### config.mk
export PLATFORM = sky130hd
export DESIGN_NAME = alu_share_arb
export DESIGN_NICKNAME = d
export VERILOG_FILES = /design/src/rtl/mips_pkg.sv /design/src/rtl/alu_arb_pick.sv /design/src/rtl/alu_share_arb.sv
export SDC_FILE = /design/constraint.sdc
export NUM_CORES = 1
export LEC_CHECK = 0
export ABC_AREA = 1
export CAP_MARGIN = 20
export CORE_AREA = 2 2 109 111
export DETAILED_ROUTE_END_ITERATION = 10
export DIE_AREA = 0 0 111 113
export PLACE_DENSITY = 0.69
export SKIP_LAST_GASP = 1
export SYNTH_ARGS = -nofsm -noshare
export SYNTH_HDL_FRONTEND = slang
export SYNTH_SLANG_ARGS = --single-unit
### constraint.sdc
create_clock -name clk -period 1.6 [get_ports clk]
set_input_delay 0.32 -clock clk [delete_from_list [all_inputs] [get_ports clk]]
set_output_delay 0.32 -clock clk [all_outputs]
set_load 0.05 [all_outputs]
### src/rtl/mips_pkg.sv
// Shared MIPS datapath types: ALU op encoding plus the ALU-share arbiter
// state and sizing constants.
package mips_pkg;

  typedef enum logic [3:0] {
    ALU_ADD  = 4'd0,
    ALU_SUB  = 4'd1,
    ALU_AND  = 4'd2,
    ALU_OR   = 4'd3,
    ALU_XOR  = 4'd4,
    ALU_NOR  = 4'd5,
    ALU_SLT  = 4'd6,
    ALU_SLTU = 4'd7,
    ALU_SLL  = 4'd8,
    ALU_SRL  = 4'd9
  } alu_op_t;

  typedef enum logic [0:0] {
    ARB_IDLE = 1'b0,
    ARB_HOLD = 1'b1
  } arb_state_t;

  localparam int unsigned ALU_ARB_MAX_REQ = 8;
  localparam int unsigned ALU_DW          = 32;

endpackage

### src/rtl/alu_arb_pick.sv
// Combinational requester picker: round-robin from ptr when
// ALU_ARB_ROUND_ROBIN_EN is defined, otherwise fixed lowest-index priority.
module alu_arb_pick #(
  parameter int unsigned NREQ = 2,
  parameter int unsigned IW   = $clog2(NREQ)
) (
  input  logic [NREQ-1:0] req,
`ifdef ALU_ARB_ROUND_ROBIN_EN
  input  logic [IW-1:0]   ptr,
`endif
  output logic [NREQ-1:0] grant,
  output logic [IW-1:0]   win
);

  logic          found;
  logic [IW-1:0] j;

`ifdef ALU_ARB_ROUND_ROBIN_EN
  // Scan a doubled index range starting at ptr so the search wraps circularly.
  always_comb begin
    grant = '0;
    win   = '0;
    found = 1'b0;
    j     = '0;
    for (int unsigned k = 0; k < 2 * NREQ; k++) begin
      j = IW'(k % NREQ);
      if (!found && (k >= 32'(ptr)) && req[j]) begin
        found    = 1'b1;
        grant[j] = 1'b1;
        win      = j;
      end
    end
  end
`else
  always_comb begin
    grant = '0;
    win   = '0;
    found = 1'b0;
    j     = '0;
    for (int unsigned i = 0; i < NREQ; i++) begin
      j = IW'(i);
      if (!found && req[j]) begin
        found    = 1'b1;
        grant[j] = 1'b1;
        win      = j;
      end
    end
  end
`endif

endmodule

### src/rtl/alu_share_arb.sv
// Time-shares one external combinational ALU between NREQ requesters and
// holds a single registered result slot. Define ALU_ARB_ROUND_ROBIN_EN for
// round-robin arbitration; fixed priority otherwise.
module alu_share_arb
  import mips_pkg::*;
#(
  parameter int unsigned NREQ = 2
) (
  input  logic                         clk,
  input  logic                         rst_n,
  input  logic [NREQ-1:0]              req_valid,
  output logic [NREQ-1:0]              req_ready,
  input  logic [NREQ-1:0][ALU_DW-1:0]  req_a,
  input  logic [NREQ-1:0][ALU_DW-1:0]  req_b,
  input  alu_op_t [NREQ-1:0]           req_op,
  output logic [NREQ-1:0]              rsp_valid,
  input  logic [NREQ-1:0]              rsp_ready,
  output logic [ALU_DW-1:0]            rsp_data,
  output logic [ALU_DW-1:0]            alu_a,
  output logic [ALU_DW-1:0]            alu_b,
  output alu_op_t                      alu_op,
  input  logic [ALU_DW-1:0]            alu_res
);

  localparam int unsigned IW = $clog2(NREQ);

  arb_state_t       state, state_d;
  logic [IW-1:0]    own, own_d;
  logic [ALU_DW-1:0] rsp_data_d;
  logic [NREQ-1:0]  rsp_valid_d;
  logic [NREQ-1:0]  grant;
  logic [IW-1:0]    win;
  logic             consume, accept;

`ifdef ALU_ARB_ROUND_ROBIN_EN
  logic [IW-1:0]    ptr, ptr_d;
`endif

  alu_arb_pick #(
    .NREQ (NREQ),
    .IW   (IW)
  ) u_pick (
    .req   (req_valid),
`ifdef ALU_ARB_ROUND_ROBIN_EN
    .ptr   (ptr),
`endif
    .grant (grant),
    .win   (win)
  );

  // Next-state, grant and ALU drive; the slot can refill in the cycle it drains.
  always_comb begin
    state_d     = state;
    own_d       = own;
    rsp_data_d  = rsp_data;
    rsp_valid_d = '0;
    req_ready   = '0;
    alu_a       = '0;
    alu_b       = '0;
    alu_op      = ALU_ADD;
`ifdef ALU_ARB_ROUND_ROBIN_EN
    ptr_d       = ptr;
`endif

    consume = (state == ARB_HOLD) && rsp_ready[own];
    accept  = ((state == ARB_IDLE) || consume) && (|req_valid);

    if (accept) begin
      req_ready  = grant;
      alu_a      = req_a[win];
      alu_b      = req_b[win];
      alu_op     = req_op[win];
      rsp_data_d = alu_res;
      own_d      = win;
      state_d    = ARB_HOLD;
`ifdef ALU_ARB_ROUND_ROBIN_EN
      ptr_d      = (win == IW'(NREQ - 1)) ? '0 : IW'(win + IW'(1));
`endif
    end else if (consume) begin
      state_d = ARB_IDLE;
    end

    if (state_d == ARB_HOLD) begin
      rsp_valid_d[own_d] = 1'b1;
    end
  end

  always_ff @(posedge clk or negedge rst_n) begin
    if (!rst_n) begin
      state     <= ARB_IDLE;
      own       <= '0;
      rsp_data  <= '0;
      rsp_valid <= '0;
`ifdef ALU_ARB_ROUND_ROBIN_EN
      ptr       <= '0;
`endif
    end else begin
      state     <= state_d;
      own       <= own_d;
      rsp_data  <= rsp_data_d;
      rsp_valid <= rsp_valid_d;
`ifdef ALU_ARB_ROUND_ROBIN_EN
      ptr       <= ptr_d;
`endif
    end
  end

endmodule

# Word level (Yosys, flattened, before mapping)
# Index checks and enable logic that the tools add are counted.
# totals
reg_bits,36
input_bits,174
# op_classes
n_lt_le_gt_ge,4
muxes,20
bitwise_logic,1
reduce_logical,7
# op_table
op,n
$mux W32,6
$mux W4,3
$mux W1,8
$lt A1 B2 Y1 const B,3
$logic_and A1 B1 Y1,4
$mux W2,2
$reduce_or A2 Y1,1
$demux W1 S1,1
$ge A1 B1 Y1 const B,1
$logic_not A1 Y1,1
$logic_or A1 B1 Y1,1
$not A1 Y1,1

# Depth between registers and ports, before layout
# Gate-level depths: netlist of run 1.
# logic_depth
ltp_word,11
depth_mapped,8
depth_no_buf,7

# Modules after synthesis
# From an unflattened synthesis of run 1, not the netlist that was laid out.
# unflattened
hier_cells,395
area_unflattened_um2,2700.1
# by_module_without_submodules
module,instances,cells_per_inst,area_each_um2,seq_area_each_um2
alu_share_arb,1,391,2675.1,900.9
alu_arb_pick,1,4,25.0,0.0

# Least setup slack after synthesis of run 1
# No wires, ideal clock.
# synth_timing
path_type,register -> output
start,reg own
end,out alu_a[0]
arrival_time_ns,1.682
required_time_ns,1.280
path_slack_ns,-0.402
stages_incl_launch_ff,8
path_buffers,2
cell_sequence,dfrtp_1 -> inv_1 -> nand2_1 -> nand3_2 -> nand2_2 -> buf_6 -> buf_6 -> a21oi_1
# synth_via
elab_chain_cells,6
# synth_rtl
element,line,source
start: declaration,alu_share_arb.sv:28,"logic [IW-1:0] own, own_d;"
start signal: assignment,alu_share_arb.sv:99,own <= own_d;
$mux W1 (not written as such) (2 in a row),alu_share_arb.sv:65,consume = (state == ARB_HOLD) && rsp_ready[own];
$logic_and A1 B1 Y1,alu_share_arb.sv:65,
$logic_or A1 B1 Y1,alu_share_arb.sv:66,accept = ((state == ARB_IDLE) || consume) && (|req_valid);
$logic_and A1 B1 Y1,alu_share_arb.sv:66,
$mux W32,alu_share_arb.sv:68,if (accept) begin
end: declaration,alu_share_arb.sv:19,"output logic [ALU_DW-1:0] alu_a,"
# Every way passes these cells. The select of a mux whose other input is x is not followed.

# Final worst setup path of run 1
# layout_timing
start,reg own
end,out alu_b[25]
# layout_via
elab_chain_cells,6
# layout_rtl
element,line,source
$mux W1 (not written as such) (2 in a row),alu_share_arb.sv:65,
$logic_and A1 B1 Y1,alu_share_arb.sv:65,
$logic_or A1 B1 Y1,alu_share_arb.sv:66,
$logic_and A1 B1 Y1,alu_share_arb.sv:66,
$mux W32,alu_share_arb.sv:68,
end: declaration,alu_share_arb.sv:20,"output logic [ALU_DW-1:0] alu_b,"
# Every way passes these cells. The select of a mux whose other input is x is not followed.

==> summary.txt, run 1 <==
Status
  • Status: finished with violations
  • Violated checks: negative setup slack

Floorplan
  • DIE AREA: between 10000 and 15000 µm²
  • CORE AREA: 11300 µm²
  • Die Span Y: between 100 and 150 µm
  • Cell row count: 39
  • Initial Util: 0.218
  • I/O Pins: ~280
  • Die X: roughly 110 µm

Final layout
  • Layout Nets: 859
  • Non-filler cells, final: 832
  • Fill cells: between 900 and 1000
  • Most common cell after layout, fill and taps aside: nand2_1
  • Most frequent cells in the layout: nand2_1 (192), clkdlybuf4s50_1 (168), buf_6 (67)
  • Layout cells sized above 1: 0.359
  • Area Growth Syn to Fin: 179%

Clock network
  • Clk_lat worst skew: 0.28 ns
  • CTS Buf Count: 5
  • Clock sink total: 36
  • Root Driver: clkbuf_16
  • H-Tree Depth: 2
  • Clk buf depth: 2
  • CTS tree: done
  • # hold bufs at CTS: 0
  • CTS clk-pin slew, worst paths: 0.06 ns

Critical path
  • Critical path arrival: around 1.6 ns
  • Crit path kind: reg -> out
  • Crit end category: output pin
  • CP Data Required Time: approximately 1.3 ns
  • Worst reg2reg path depth: 10
  • Worst Path Max Fanout: 4
  • Type of origin of the critical path: register

Run
  • Max cap viols: 0

Power
  • Leakage: between 0.002 and 0.003 µW
  • Pwr dens: roughly 1100 nW/µm²
  • Overall Power: ~7700 µW
  • Worst VDD drop: slightly above 0.9 mV

Drt
  • DRC: 0
  • Post-DRT Antenna Nets: 0
  • Vias: around 3800
  • Wire length per cell: between 15 and 20 µm
  • Vias per cell: 4.56
  • Pre-antenna DRT Iters: 4
  • DRT iter0 DRCs: 126
  • Final wirelength: 14400 µm

Logic synthesis
  • Ys Warns: 0
  • Synth cell types: 14
  • Syn_area_per_cell: ~6.3 µm²
  • Cell count after synthesis: 387
  • Mapped Area: between 2000 and 2500 µm²
  • Syn Nets: 561
  • Register area share after synthesis: 0.367
  • Yosys reg bits: 36

STA
  • Worst-margin pin slew: ~0.48 ns
  • Period utilization: 1.21
  • Hold WS: 0.0817 ns
  • Min cycle time layout: a little under 2 ns
  • Final Max Tran Viols: 0
  • Final hold violation count: 0
  • Fmax: approximately 520 MHz
  • RSZ-0062 raised after global routing: yes
  • Setup violators final: 70
  • Setup ws final: -0.331 ns
  • Final Skew: 0.00610 ns
  • Max transition margin: 0.682

Placed design
  • Dpl cells: around 800
  • RD Place Congestion: a little under 0.9
  • I/O Buffers: 277
  • Post-DP HPWL: 10500 µm
  • Place WS: -0.582 ns

Global route
  • Pin count of the biggest net entering global routing: 37
  • Vias in the first global route: roughly 4100
  • GR Overflow Total: 0
  • GR Util All Layers: 0.217
  • First-pass GRT wire length: 21900 µm
  • Initial antenna violation count: 2

Worst hold path
  • Hold WC Path Type: in -> async
critical path, cell delays in order, from the launching register on:
cell and delay [ns]:
dfrtp_1 0.40, inv_1 0.07, nand2_2 0.06, nand3_4 0.10, buf_4 0.14, nand2_4 0.08
buf_4 0.15, a21oi_4 0.15, buf_6 0.18
report_power, final:
part           leakage, µW  switching, µW  total, µW  internal (µW)
clock            0.0000798            382       1110            732
combinational      0.00247           3240       5260           2020
sequential        0.000438            168       1370           1200
total              0.00299           3790       7740           3950
sequential cells by signal, summed over array words and instances, names as in the netlist:
signal	count
own	1
rsp_valid	2
state	1
rsp_data	32
Yosys cell counts:
library cell	instances	area [µm²]
buf_4	1	7.51
nor2_1	3	11.3
nor2_4	1	11.3
dfrtp_1	36	901
nand2_1	205	769
nand3_1	32	160
buf_6	11	124
inv_1	5	18.8
buf_2	5	25.0
nand2_2	2	12.5
inv_2	2	7.51
clkbuf_1	14	52.6
a21oi_1	69	345
nand3_2	1	10.0
cell type report:
type                       instances  area (µm²)  area share
sequential                        36         901       0.131
inverter                           7        33.8     0.00493
timing repair buffer             321        3440       0.502
antenna                            3        7.51     0.00109
tap                              143         179      0.0261
clock buffer                       5         125      0.0182
clock inverter                     3        42.5     0.00620
multi-input combinational        314        2130       0.310
stage by stage:
step / TNS [ns] / util / instance area [µm²]
finish: -18.83 / 0.608 / 6860
global route: -23.03 / 0.608 / 6860
CTS: -19.76 / 0.595 / 6700
detailed placement: -36.88 / 0.527 / 5940
global placement: -35.61 / 0.527 / 5940
floorplan: -2.52 / - / 3130
cell families (layout without fill, tap and decap cells):
group | Yosys count | after routing | synth area share
compound gates | 69 | 69 | 0.141
buf+inv | 38 | 336 | 0.0958
flops | 36 | 36 | 0.367
other cells | 0 | 3 | 0
simple gates | 244 | 245 | 0.397
routing by layer:
layer  wire length (µm)  vias up  global-route usage
met5                  0        -                   0
met4                307        0              0.0608
met3                915       26              0.0498
met2               7440      165               0.403
met1               5710     1772               0.250
li1                   -     1834                   -
path summary, 6_finish.rpt:
path	from	endpoint	slack (ns)
min reg2reg	rsp_data[0]$_DFFE_PN0P_	rsp_data[0]$_DFFE_PN0P_	0.47
max in group asynchronous	rst_n	rsp_data[9]$_DFFE_PN0P_	1.18
max reg2reg	own$_DFF_PN0_	rsp_valid[0]$_DFF_PN0_	0.15
min	rst_n	rsp_data[16]$_DFFE_PN0P_	0.08
max	own$_DFF_PN0_	alu_b[25]	-0.33
min in group clk	rsp_data[0]$_DFFE_PN0P_	rsp_data[0]$_DFFE_PN0P_	0.47
repair_timing:
item / CTS / global route
buffers inserted: 11 / 4
pin swaps: 12 / 3
gates cloned: 5 / 3
resized for setup: 106 / 22
endpoints found under the setup margin: 73 / 70
Power figures use the tool's default switching activity.
==> run 2, diff against run 1 <==
--- a/config.mk
+++ b/config.mk
@@ -7,10 +7,13 @@
 export LEC_CHECK = 0
 export ABC_AREA = 1
 export CAP_MARGIN = 20
-export CORE_AREA = 2 2 109 111
+export CELL_PAD_IN_SITES_DETAIL_PLACEMENT = 0
+export CELL_PAD_IN_SITES_GLOBAL_PLACEMENT = 2
+export CORE_ASPECT_RATIO = 0.9
+export CORE_MARGIN = 2
+export CORE_UTILIZATION = 12
 export DETAILED_ROUTE_END_ITERATION = 10
-export DIE_AREA = 0 0 111 113
-export PLACE_DENSITY = 0.69
+export PLACE_DENSITY = 0.86
 export SKIP_LAST_GASP = 1
 export SYNTH_ARGS = -nofsm -noshare
 export SYNTH_HDL_FRONTEND = slang
==> summary.txt, run 2 (synthesis results as in run 1) <==
Status
  • Status: finished with violations
  • Violated checks: negative setup slack

Placed design
  • Placed cell area: 6170 µm² (+3.8%)
  • Dpl cells: 921 (+15%)
  • I/O Buffers: 277 (unchanged)
  • Post-DP HPWL: 10400 µm (-0.79%)
  • RD Place Congestion: 0.743 (-15%)

Floorplan
  • CORE AREA: 20000 µm² (+78%)
  • Die Span Y: 140 µm (+24%)
  • I/O Pins: 278 (unchanged)
  • Initial Util: 0.123 (-0.0954)
  • DIE AREA: 21600 µm² (+72%)
  • Die X: 155 µm (+39%)
  • Cell row count: 49 (+26%)

STA
  • RSZ-0062 raised after global routing: yes
  • Min cycle time layout: 1.94 ns (+0.0112 ns)
  • Period utilization: 1.21 (+0.00700)
  • Fmax: 515 MHz (-0.58%)
  • Worst-margin pin slew: 0.479 ns (+0.00101 ns)
  • Setup violators final: 70 (unchanged)
  • Max transition margin: 0.681 (about the same)
  • Final Max Tran Viols: 0 (unchanged)
  • Final Skew: 0.00355 ns (-0.00254 ns)
  • Final hold violation count: 0 (unchanged)
  • Setup ws final: -0.343 ns (-0.0112 ns)

Final layout
  • Largest registers: rsp_data: 32 flops, rsp_valid: 2 flops
  • Non-filler cells, final: 955 (+15%)
  • Final Cell Area: 7270 µm² (+6.0%)
  • Most common cell after layout, fill and taps aside: nand2_1
  • Post-layout util: 0.363 (-0.246)
  • Area Growth Syn to Fin: 196%
  • Largest register by flop count: rsp_data
  • Layout Nets: 870 (+1.3%)
  • Most frequent cells in the layout: nand2_1 (200), clkdlybuf4s50_1 (168), a21oi_4 (67)
  • Max FFs per register: 32 (unchanged)
  • Layout cells sized above 1: 0.354 (-0.00422)

Clock network
  • H-Tree Depth: 2 (unchanged)
  • CTS tree: done
  • Clk_lat worst skew: 0.28 ns (about the same)
  • Clk buf depth: 2 (unchanged)
  • Clock sink total: 36 (unchanged)
  • Root Driver: clkbuf_16
  • CTS clk-pin slew, worst paths: 0.06 ns (about the same)
  • CTS Buf Count: 5 (unchanged)

Drt
  • DRT iter0 DRCs: 141 (+12%)
  • DRC: 0 (unchanged)
  • Vias: 3782 (-0.40%)
  • Post-DRT Antenna Nets: 0 (unchanged)
  • Final wirelength: 14800 µm (+3.3%)
  • Pre-antenna DRT Iters: 4 (unchanged)
  • Vias per cell: 3.96 (-13%)
  • Wire length per cell: 15.5 µm (-10%)

Global route
  • Met1 GRT Util: 0.151 (-0.0993)
  • GRT busiest layer: met2
  • GR Util All Layers: 0.126 (-0.0905)
  • GR Overflow Total: 0 (unchanged)
  • First-pass GRT wire length: 21500 µm (-1.6%)
  • Initial antenna violation count: 3 (+1)
  • Pin count of the biggest net entering global routing: 37 (unchanged)
  • Vias in the first global route: 3786 (-6.7%)
  • Global routing met3 resource utilization: 0.0333 (-0.0165)
  • Met2 Track Usage GR: 0.227 (-0.176)

Critical path
  • Crit end category: output pin
  • Critical path arrival: 1.62 ns (about the same)
  • Levels on crit path: 8 (unchanged)
  • CP Data Required Time: 1.28 ns (about the same)
  • Crit path kind: reg -> out
  • Crit path buffers/inverters: 4 (unchanged)
  • Crit path cell chain: inv_1 > nand2_2 > nand3_4 > buf_12 > nand2_8 > buf_6 > a21oi_4 > buf_6
  • Worst reg2reg path depth: 9 (-1)
  • Worst path max stage delay: 0.40 ns (about the same)
  • CP most frequent cell: buf_6
  • Worst Path Max Fanout: 6 (+2)
  • Largest delay share family, worst path: buffers and inverters
  • Type of origin of the critical path: register
  • Slowest CP cell: dfrtp_1

Power
  • Logic pwr share: 0.698 (+0.018)
  • Switching share of power: 0.492 (+0.00281)
  • Part of the power in registers: 0.175 (about the same)
  • Leakage: 0.00309 µW (+3.6%)
  • Clock share of power: 0.127 (-0.017)
  • Overall Power: 7860 µW (+1.5%)
  • Pwr dens: 1080 nW/µm² (-4.2%)
  • Worst VDD drop: 0.637 mV (-31%)
  • Int Pwr: 3990 µW (+0.95%)
  • Sw Pwr: 3870 µW (+2.1%)

Worst hold path
  • Hold WC Path Type: in -> async

Run
  • Max cap viols: 0 (unchanged)
[run 2: cell types whose count changed in the layout (fill, tap and decap cells not counted), sizes merged]
cell	delta
clkbuf	+3
dlygate4sd2	+2
bufinv	-1
clkinv	-1
nand2	+1
buf	+8
clkdlybuf4s15	-1
[run 2: what timing repair did]
action,4_1_cts,5_1_grt
pin swaps,6,4
setup endpoints to repair,96,99
setup buffers,10,2
cloned,8,4
resized for setup,113,20
hold buffers,0,0
[run 2: area by class of cell]
class / count / area [µm²]
inverters: 7 / 38.8
clock inverters: 1 / 7.51
clock buffers: 7 / 143
diodes: 3 / 7.51
flip-flops and latches: 36 / 901
fillers: 2009 / 12800
well taps: 255 / 319
multi-input cells: 315 / 2170
repair buffers: 331 / 3680
[run 2: power by group through the flow]
stage,Sequential [µW],Combinational (µW),Clock [µW]
after global placement,1380,4770,0
after detailed placement,1380,4780,0
after CTS,1380,5320,1030
final,1370,5490,999
after floorplan,2340,2060,0
after global routing,1410,5740,1070
[run 2: worst register-to-register path: stages, from the launching register on]
cell and delay (ns):
dfrtp_1 0.40, inv_1 0.07, nand2_2 0.06, nand3_4 0.13, nand2_8 0.15, clkbuf_16 0.21
buf_8 0.13, clkbuf_16 0.16, nand2_1 0.06, nand2_1 0.04
[run 2: final timing paths]
path | startpoint | endpoint | slack, ns
hold / removal | rst_n | rsp_data[17]$_DFFE_PN0P_ | 0.09
setup reg to reg | own$_DFF_PN0_ | rsp_data[11]$_DFFE_PN0P_ | 0.08
hold reg to reg | rsp_data[0]$_DFFE_PN0P_ | rsp_data[0]$_DFFE_PN0P_ | 0.47
min in group clk | rsp_data[0]$_DFFE_PN0P_ | rsp_data[0]$_DFFE_PN0P_ | 0.47
setup / recovery | own$_DFF_PN0_ | alu_a[13] | -0.34
max in group asynchronous | rst_n | own$_DFF_PN0_ | 1.18
[run 2: stage by stage]
stage / setup slack, ns / TNS [ns] / hold WS [ns]
6_report: -0.343 / -20.69 / 0.0865
5_1_grt: -0.433 / -26.51 / 0.125
4_1_cts: -0.408 / -25.73 / 0.100
3_5_place_dp: -0.520 / -43.56 / 0.400
3_3_place_gp: -0.519 / -43.34 / 0.401
2_1_floorplan: -0.298 / -2.52 / 0.0244
[run 2: layer usage]
layer | routed length, µm | part of all wire
met2 | 7330 | 0.49
met1 | 6170 | 0.42
met3 | 1090 | 0.073
met4 | 246 | 0.017
met5 | 0 | 0
